### src/rtl/seq_pkg.sv
// Shared types and constants for the program-flow sequencer: run-state enum,
// branch-target table contents and instruction-class opcodes.
package seq_pkg;

  typedef enum logic [2:0] {
    IDLE  = 3'd0,
    ARMED = 3'd1,
    RUN   = 3'd2,
    WAIT  = 3'd3,
    HALT  = 3'd4
  } seq_state_t;

  localparam int BR_LUT_DEPTH = 32;
  localparam int BR_TGT_W     = 16;

  // Entries are stored wide; the LUT keeps the low PC_W bits.
  localparam logic [BR_TGT_W-1:0] BR_TARGETS [BR_LUT_DEPTH] = '{
    16'd0,   16'd2,   16'd10,  16'd3,   16'd40,  16'd50,  16'd60,  16'd20,
    16'd80,  16'd90,  16'd100, 16'd110, 16'd120, 16'd130, 16'd140, 16'd150,
    16'd160, 16'd170, 16'd180, 16'd190, 16'd200, 16'd210, 16'd220, 16'd230,
    16'd240, 16'd250, 16'd300, 16'd400, 16'd500, 16'd600, 16'd700, 16'd1023
  };

  // Instruction[8:5] class codes; the halt word is all ones.
  localparam logic [3:0] OP_BRANCH  = 4'b1010;
  localparam logic [3:0] OP_LOAD    = 4'b0110;
  localparam logic [8:0] INSTR_HALT = 9'h1FF;

endpackage

### src/rtl/branch_lut.sv
// Combinational branch-target ROM: 5-bit index to PC_W-bit target address.
module branch_lut
  import seq_pkg::*;
#(
  parameter int PC_W = 10
) (
  input  logic [4:0]      idx,
  output logic [PC_W-1:0] target
);

  always_comb begin
    target = BR_TARGETS[idx][PC_W-1:0];
  end

endmodule

### src/rtl/prog_sequencer.sv
// Program counter / run-state sequencer with load stall and watchdog.
// Optional PROG_SEQ_PERF_EN adds saturating CycleCnt/InstrCnt outputs.
module prog_sequencer
  import seq_pkg::*;
#(
  parameter int PC_W       = 10,
  parameter int MEM_LAT    = 1,
  parameter int MAX_CYCLES = 4095
) (
  input  logic            Clk,
  input  logic            Reset,
  input  logic            Start,
  input  logic [8:0]      Instruction,
  input  logic            BranchEn,
  input  logic            LoadInst,
  input  logic            Ack,
  input  logic            CondFlag,
  output logic [PC_W-1:0] ProgCtr,
  output logic            ExecEn,
  output logic            Running,
  output logic            Done,
  output logic            Fault,
`ifdef PROG_SEQ_PERF_EN
  output logic [15:0]     CycleCnt,
  output logic [15:0]     InstrCnt,
`endif
  output seq_state_t      dbg_state
);

  localparam int              WD_W      = $clog2(MAX_CYCLES + 1);
  localparam logic [WD_W-1:0] WD_MAX    = WD_W'(MAX_CYCLES);
  localparam logic [2:0]      WAIT_INIT = 3'(MEM_LAT > 0 ? MEM_LAT - 1 : 0);

  seq_state_t      state_q, state_d;
  logic [PC_W-1:0] pc_q, pc_d;
  logic [2:0]      wait_q, wait_d;
  logic [WD_W-1:0] wd_q, wd_d;
  logic            fault_q, fault_d;
  logic            exec_en;
  logic [PC_W-1:0] br_target;
  logic            unused_instr_bits;

  assign unused_instr_bits = ^Instruction[8:5];

  branch_lut #(.PC_W(PC_W)) u_branch_lut (
    .idx    (Instruction[4:0]),
    .target (br_target)
  );

  // Handshake: Start is a level; the program launches when Start falls in
  // ARMED, and Done stays high in HALT until the next Start.
  always_comb begin
    state_d = state_q;
    pc_d    = pc_q;
    wait_d  = wait_q;
    wd_d    = wd_q;
    fault_d = fault_q;
    exec_en = 1'b0;
    case (state_q)
      IDLE: begin
        if (Start) begin
          state_d = ARMED;
          pc_d    = '0;
        end
      end
      ARMED: begin
        pc_d = '0;
        if (!Start) begin
          state_d = RUN;
          wd_d    = '0;
        end
      end
      RUN, WAIT: begin
        if (wd_q != WD_MAX) wd_d = wd_q + WD_W'(1);
        // Watchdog expiry overrides whatever the current cycle would do.
        if (wd_d == WD_MAX) begin
          state_d = HALT;
          fault_d = 1'b1;
        end else if (state_q == RUN) begin
          if (Ack) begin
            state_d = HALT;
          end else if (LoadInst && (MEM_LAT > 0)) begin
            state_d = WAIT;
            wait_d  = WAIT_INIT;
          end else begin
            exec_en = 1'b1;
            pc_d    = (BranchEn && CondFlag) ? br_target : pc_q + PC_W'(1);
          end
        end else if (wait_q != 3'd0) begin
          wait_d = wait_q - 3'd1;
        end else begin
          exec_en = 1'b1;
          pc_d    = pc_q + PC_W'(1);
          state_d = RUN;
        end
      end
      HALT: begin
        if (Start) begin
          state_d = ARMED;
          pc_d    = '0;
          fault_d = 1'b0;
        end
      end
      default: state_d = IDLE;
    endcase
  end

  always_ff @(posedge Clk) begin
    if (!Reset) begin
      state_q <= IDLE;
      pc_q    <= '0;
      wait_q  <= '0;
      wd_q    <= '0;
      fault_q <= 1'b0;
    end else begin
      state_q <= state_d;
      pc_q    <= pc_d;
      wait_q  <= wait_d;
      wd_q    <= wd_d;
      fault_q <= fault_d;
    end
  end

  assign ProgCtr   = pc_q;
  assign ExecEn    = exec_en;
  assign Running   = (state_q == RUN) || (state_q == WAIT);
  assign Done      = (state_q == HALT);
  assign Fault     = fault_q;
  assign dbg_state = state_q;

`ifdef PROG_SEQ_PERF_EN
  logic [15:0] cycle_q, cycle_d;
  logic [15:0] instr_q, instr_d;

  always_comb begin
    cycle_d = cycle_q;
    instr_d = instr_q;
    if ((state_d == ARMED) && (state_q != ARMED)) begin
      cycle_d = '0;
      instr_d = '0;
    end else begin
      if (Running && (cycle_q != 16'hFFFF)) cycle_d = cycle_q + 16'd1;
      if (exec_en && (instr_q != 16'hFFFF)) instr_d = instr_q + 16'd1;
    end
  end

  always_ff @(posedge Clk) begin
    if (!Reset) begin
      cycle_q <= '0;
      instr_q <= '0;
    end else begin
      cycle_q <= cycle_d;
      instr_q <= instr_d;
    end
  end

  assign CycleCnt = cycle_q;
  assign InstrCnt = instr_q;
`endif

endmodule

### config.mk
export PLATFORM = sky130hd
export DESIGN_NAME = prog_sequencer
export DESIGN_NICKNAME = d
export VERILOG_FILES = /design/src/rtl/seq_pkg.sv /design/src/rtl/branch_lut.sv /design/src/rtl/prog_sequencer.sv
export SDC_FILE = /design/constraint.sdc
export NUM_CORES = 1
export LEC_CHECK = 0
export CAP_MARGIN = 10
export CORE_ASPECT_RATIO = 0.9
export CORE_MARGIN = 3
export CORE_UTILIZATION = 45
export CTS_BUF_LIST = sky130_fd_sc_hd__clkbuf_8
export CTS_CLUSTER_SIZE = 30
export DETAILED_ROUTE_END_ITERATION = 7
export DONT_BUFFER_PORTS = 1
export PLACE_DENSITY = 0.68
export SYNTH_ARGS = -nofsm -noshare
export SYNTH_HDL_FRONTEND = slang
export SYNTH_SLANG_ARGS = --single-unit
### constraint.sdc
create_clock -name Clk -period 3.1 [get_ports Clk]
set_clock_uncertainty 0.1 [all_clocks]
set_input_delay 0.775 -clock Clk [delete_from_list [all_inputs] [get_ports Clk]]
set_output_delay 0.775 -clock Clk [all_outputs]
set_load 0.1 [all_outputs]
Word level (Yosys, flattened, before mapping)
Memories as Yosys holds them, arrays and structs flattened.
Index checks and enable logic that the tools add are counted.
- register bits after elaboration: 29
- input port bits: 16
- output and inout bits: 17
- ROM bits: 512
- memories kept: 1
- memories (name ; words ; width ; rd ports ; clocked after memory_dff ; write ports ; line ; text):
    (no name shown) ; 32 ; 16 ; 1 ; 0 ; 0 ; branch_lut.sv:12 ; target = BR_TARGETS[idx][PC_W-1:0];
- reduce and logical (&&, ||, !) cells: 15
- bitwise gates (word level): 2
- magnitude comparators: 1
- equal/unequal tests: 18
- multiplexer cells: 35
- add/sub/neg operators: 3
- operator list (kind ; count):
    $mux 10 ; 9
    $mux 12 ; 3
    $mux 3 ; 11
    $pmux 10 s3 ; 1
    $pmux 12 s2 ; 1
    $add 12x1->12 const B ; 1
    $eq 12x12->1 const B ; 1
    $ne 12x12->1 const B ; 1
    $ne 2x2->1 const B ; 6
    $add 10x1->10 const B ; 1
    $ne 3x3->1 const B ; 3
    $pmux 3 s3 ; 1
    $mux 1 ; 8
    $eq 3x2->1 const B ; 2
    $ge 6x6->1 const B ; 1
    $not 5->6 ; 1
    $reduce_and 6->1 ; 1
    $reduce_bool 2->1 ; 3
    $reduce_bool 3->1 ; 2
    $ne 5x5->1 const B ; 1
    $reduce_and 5->1 ; 1
    $ne 4x4->1 const B ; 1
    $reduce_and 4->1 ; 1
    $reduce_or 2->1 ; 2
    11 further kinds ; 11

Logic depth before layout (Yosys ltp)
- depth in word-level cells: 10
- depth in mapped cells: 10
- mapped depth without buffers: 9

Modules after synthesis
A second synthesis with hierarchy kept.
- cells, all modules: 313
- area total of the unflattened synthesis: 2367.3 µm²
- by module, submodules not included (module ; times used ; seq. area each (µm²) ; cells each ; area each (µm²)):
    prog_sequencer ; 1 ; 580.6 ; 251 ; 1926.8
    branch_lut ; 1 ; 0.0 ; 62 ; 440.4

Worst setup path after synthesis
Ideal clock, no wire load.
- kind: flip-flop to output port
- start point: register state_q[1], in the netlist dbg_state[1]
- end point: output ExecEn
- path slack: -682 ps
- data arrival time: 2907 ps
- data required time: 2225 ps
- cell stages (with the launch flop): 8
- cell sequence: dfxtp_1 -> nor3b_1 -> mux2_2 -> nand2_1 -> a22oi_1 -> a21oi_2 -> nand2_1 -> inv_1
- word-level cells in the longest chain between the ends: 4
- elaborated cells on any way between the ends: 6
- classes of those cells: eq/ne: 2; mux: 3; reduce/logical: 1
- RTL lines (element ; line ; text):
    start, declared ; prog_sequencer.sv:34 ; seq_state_t state_q, state_d;
    start signal, assigned ; prog_sequencer.sv:116 ; state_q <= state_d;
    $eq 3x2->1 ; prog_sequencer.sv:59, prog_sequencer.sv:79 ;
    $mux 1 ; prog_sequencer.sv:79 ; end else if (state_q == RUN) begin
    $mux 1 ; prog_sequencer.sv:76 ; if (wd_d == WD_MAX) begin
    $mux 1 (*) ; prog_sequencer.sv:59 ; case (state_q)
    end, declared ; prog_sequencer.sv:19 ; output logic ExecEn,
Every way passes the cells marked *; elsewhere a longest branch is shown, timed or not.

Final worst setup path
- start point: register wd_q[0]
- end point: output ExecEn
- word-level cells in the longest chain between the ends: 6
- elaborated cells on any way between the ends: 7
- classes of those cells: add/sub: 1; eq/ne: 2; mux: 4
- RTL lines (element ; line ; text):
    start, declared ; prog_sequencer.sv:37 ; logic [WD_W-1:0] wd_q, wd_d;
    start signal, assigned ; prog_sequencer.sv:119 ; wd_q <= wd_d;
    $add 12x1->12 or $ne 12x12->1 (tied branches) ; prog_sequencer.sv:74 ; if (wd_q != WD_MAX) wd_d = wd_q + WD_W'(1);
    $mux 12 (*) ; prog_sequencer.sv:74 ;
    $mux 12 (*) ; prog_sequencer.sv:59 ;
    $eq 12x12->1 (*) ; prog_sequencer.sv:76 ;
    $mux 1 (*) ; prog_sequencer.sv:76 ;
    $mux 1 (*) ; prog_sequencer.sv:59 ;
Every way passes the cells marked *; elsewhere a longest branch is shown, timed or not. The select of a mux whose other input is x is not followed.

==> metrics.txt <==
sequential-to-total area share from yosys stat=24.7%; post-synthesis mux area share=1.81%; design area=2840 sq um; core area=4950 sq um; crit-path cells=ha_4, and3_4, a31oi_1, or4_4, a2111oi_4, a21oi_2, nand2_2, clkinvlp_4, buf_12; total grt overflow=0; layout cells sized above 1=about 25%; H-tree depth=2; Post-Synth Adder-Cell Area=4.78%; total number of vias=2,454; Power per Cell Area=461 nW/um^2; maximum clock path buffer count=2; setup ws final=-97.5 ps; largest net degree at the start of global routing=22; synth unique cells=53; Final period util=103%; drt via density=5.97; Tightest Pin Transition=973 ps; clk slew on worst S/H paths=70 ps; CP Launch Point=wd_q[0]; Post-Synth Simple-Gate Area=30.4%; Total Routed Length=6340 um; synth top area cells=dfxtp_1 (25%), o21ai_0 (5.5%), a21oi_1 (5.1%); Syn Inst Count=324; crit path max fanout=3; # diodes=0; worst vdd ir=around 0.32 mV; Top Ports=33; Crit Path Category=flop to primary output; 1st-pass router iterations=4; Setup-failing EPs final=1; Slew HR=about a third; status=finished with violations; xor/xnor share of the synthesized area=approximately 2.2%; CTS root buffer=clkbuf_8; Req. time, crit path=2220 ps; Post-Layout Cell Count=411; Inserted Clock Buffers=5; Skew-Pair Late Insertion Delay=290 ps; setup TNS=-97.5 ps; CTS tree=yes; global-route wire length before repair=10,300 um; Post-synth top flop=dfxtp_1; standard-cell rows=24; die area=6140 sq um; Post-DRT Antenna Nets=0; arrival time worst endpoint=about 2300 ps; count of max-cap constraint violations=0; clock period minus worst slack=roughly 3200 ps; asr flop ratio synth=0%; RSZ-0062 raised after global routing=yes; post-synth top area share=24.7%; post-synth top area cell=dfxtp_1; drt initial violations=193; CP peak stage delay=roughly 500 ps; GPL Wtd Cong=0.865; CP Launch Type=flop; maximum clock rate=313 MHz; Inst Count DP=397; Syn-to-layout area delta=20.5%; Critical Path End Type=primary output; delay-heaviest family, CP=simple AND/OR/NAND/NOR gates; Buf/Inv on CP=2; largest family of logic cells by synthesized area=simple AND/OR/NAND/NOR gates; final net count=370; # hold bufs at CTS=0; Die Wd=82.3 um; Initial Utilization=47.5%; EDFF count, synth=0; Pwr Total=around 1.3 mW; worst slack at placement=65.3 ps; total track usage=between 20% and 30%; reg2reg start=wd_q[2]; syn nets=349; clock sink count=29; Hold Startpoint=wait_q[1]; Compound-Gate Fraction of Synth Area=between 20% and 30%; Seq cells post-synth=29; commonest cells in the netlist=dfxtp_1 (29), nor2_1 (28), o21ai_0 (26); Pins Over Slew Limit=0; PortBufs=0; utilization after layout=between 50% and 60%; Worst Hold Class=flop to flop; Min Hold Slack=402 ps; Synth Area per Inst=7.27 sq um; initial antenna violation count=0; Hold Fails Final Rpt=0; FILL cells=around 480; DR WL/cell=15.4 um; crit path max-delay cell type=or4_4; count leader, synth=dfxtp_1; DRC violations left=0; Placed Area=2640 sq um; hpwl dp=4500 um; vias in the first global route=2,149; Lkg Pwr=between 0.9 and 1 nW; Yosys Warn Count=0; failing checks=setup timing; mapped cell area=2350 sq um; Die Y=74.6 um
==> repair_timing <==
| item | CTS | global route |
|---|---|---|
| pin swaps | 5 | 6 |
| setup endpoints to repair | 1 | 1 |
| gates resized for setup | 3 | 11 |
| setup buffers | 4 | 2 |
==> cells in the final DEF (no fill, tap or decap), drive strengths merged, types with 4 or more instances in the layout <==
cell | synthesis | layout
and3 | 4 | 4
nand4 | 5 | 5
nor3b | 6 | 6
or3 | 5 | 5
dfxtp | 29 | 29
nand2b | 9 | 9
o211ai | 9 | 9
nor2b | 5 | 5
clkbuf | 15 | 7
a31oi | 10 | 10
buf | 9 | 38
nor3 | 10 | 10
inv | 12 | 11
nand2 | 25 | 25
nand3 | 21 | 21
ha | 9 | 9
a311oi | 5 | 5
xnor2 | 4 | 4
o21ai | 30 | 30
nor2 | 28 | 28
a21oi | 29 | 29
==> tightest hold or removal path, delay by kind of cell, from the launching register on <==
kind / cells / cell delay, ps
flip-flops: 1 / 330
multiplexers: 1 / 60
AND/OR/NAND/NOR: 1 / 80
==> per-layer routing <==
layer / share of wire [%] / vias up / GRT usage, %
met1: 47 / 1121 / 30.5
met5: 0 / - / 0
met4: 1.1 / 0 / 4.98
li1: - / 1244 / -
met2: 45 / 82 / 32.2
met3: 6.8 / 7 / 4.31
==> worst paths after layout <==
path,endpoint,slack (ps),cells after the start
max,ExecEn,-100,9
max reg2reg,ProgCtr[3],380,9
min,wait_q[1],400,2
min reg2reg,wait_q[1],400,2
==> power breakdown <==
group          switching [mW]  leakage, nW  internal [mW]
combinational           0.370        0.695          0.167
sequential             0.0245        0.240          0.391
clock                   0.155       0.0542          0.201
==> registers in the layout, indices dropped and copies added (netlist names) <==
name and flops:
ProgCtr 10, Fault 1, dbg_state 3, wd_q 12
wait_q 3
==> logic make-up after synthesis <==
kind of cell,after synthesis
AND/OR/NAND/NOR,134
XOR/XNOR,6
adder cells (fa/ha/maj),9
AO/OA/AOI/OAI,106
buffers and inverters,36
flip-flops,29
multiplexers,4
==> cell type report <==
| type | instances | area (sq um) | area share, % |
|---|---|---|---|
| Tap cell | 65 | 81.3 | 2.87 |
| Sequential cell | 29 | 599 | 21.1 |
| Timing Repair Buffer | 38 | 298 | 10.5 |
| Clock inverter | 1 | 5.00 | 0.176 |
| Multi-Input combinational cell | 259 | 1710 | 60.2 |
| Inverter | 12 | 48.8 | 1.72 |
| Clock buffer | 7 | 96.3 | 3.40 |
(Power assumes the default switching activity.)
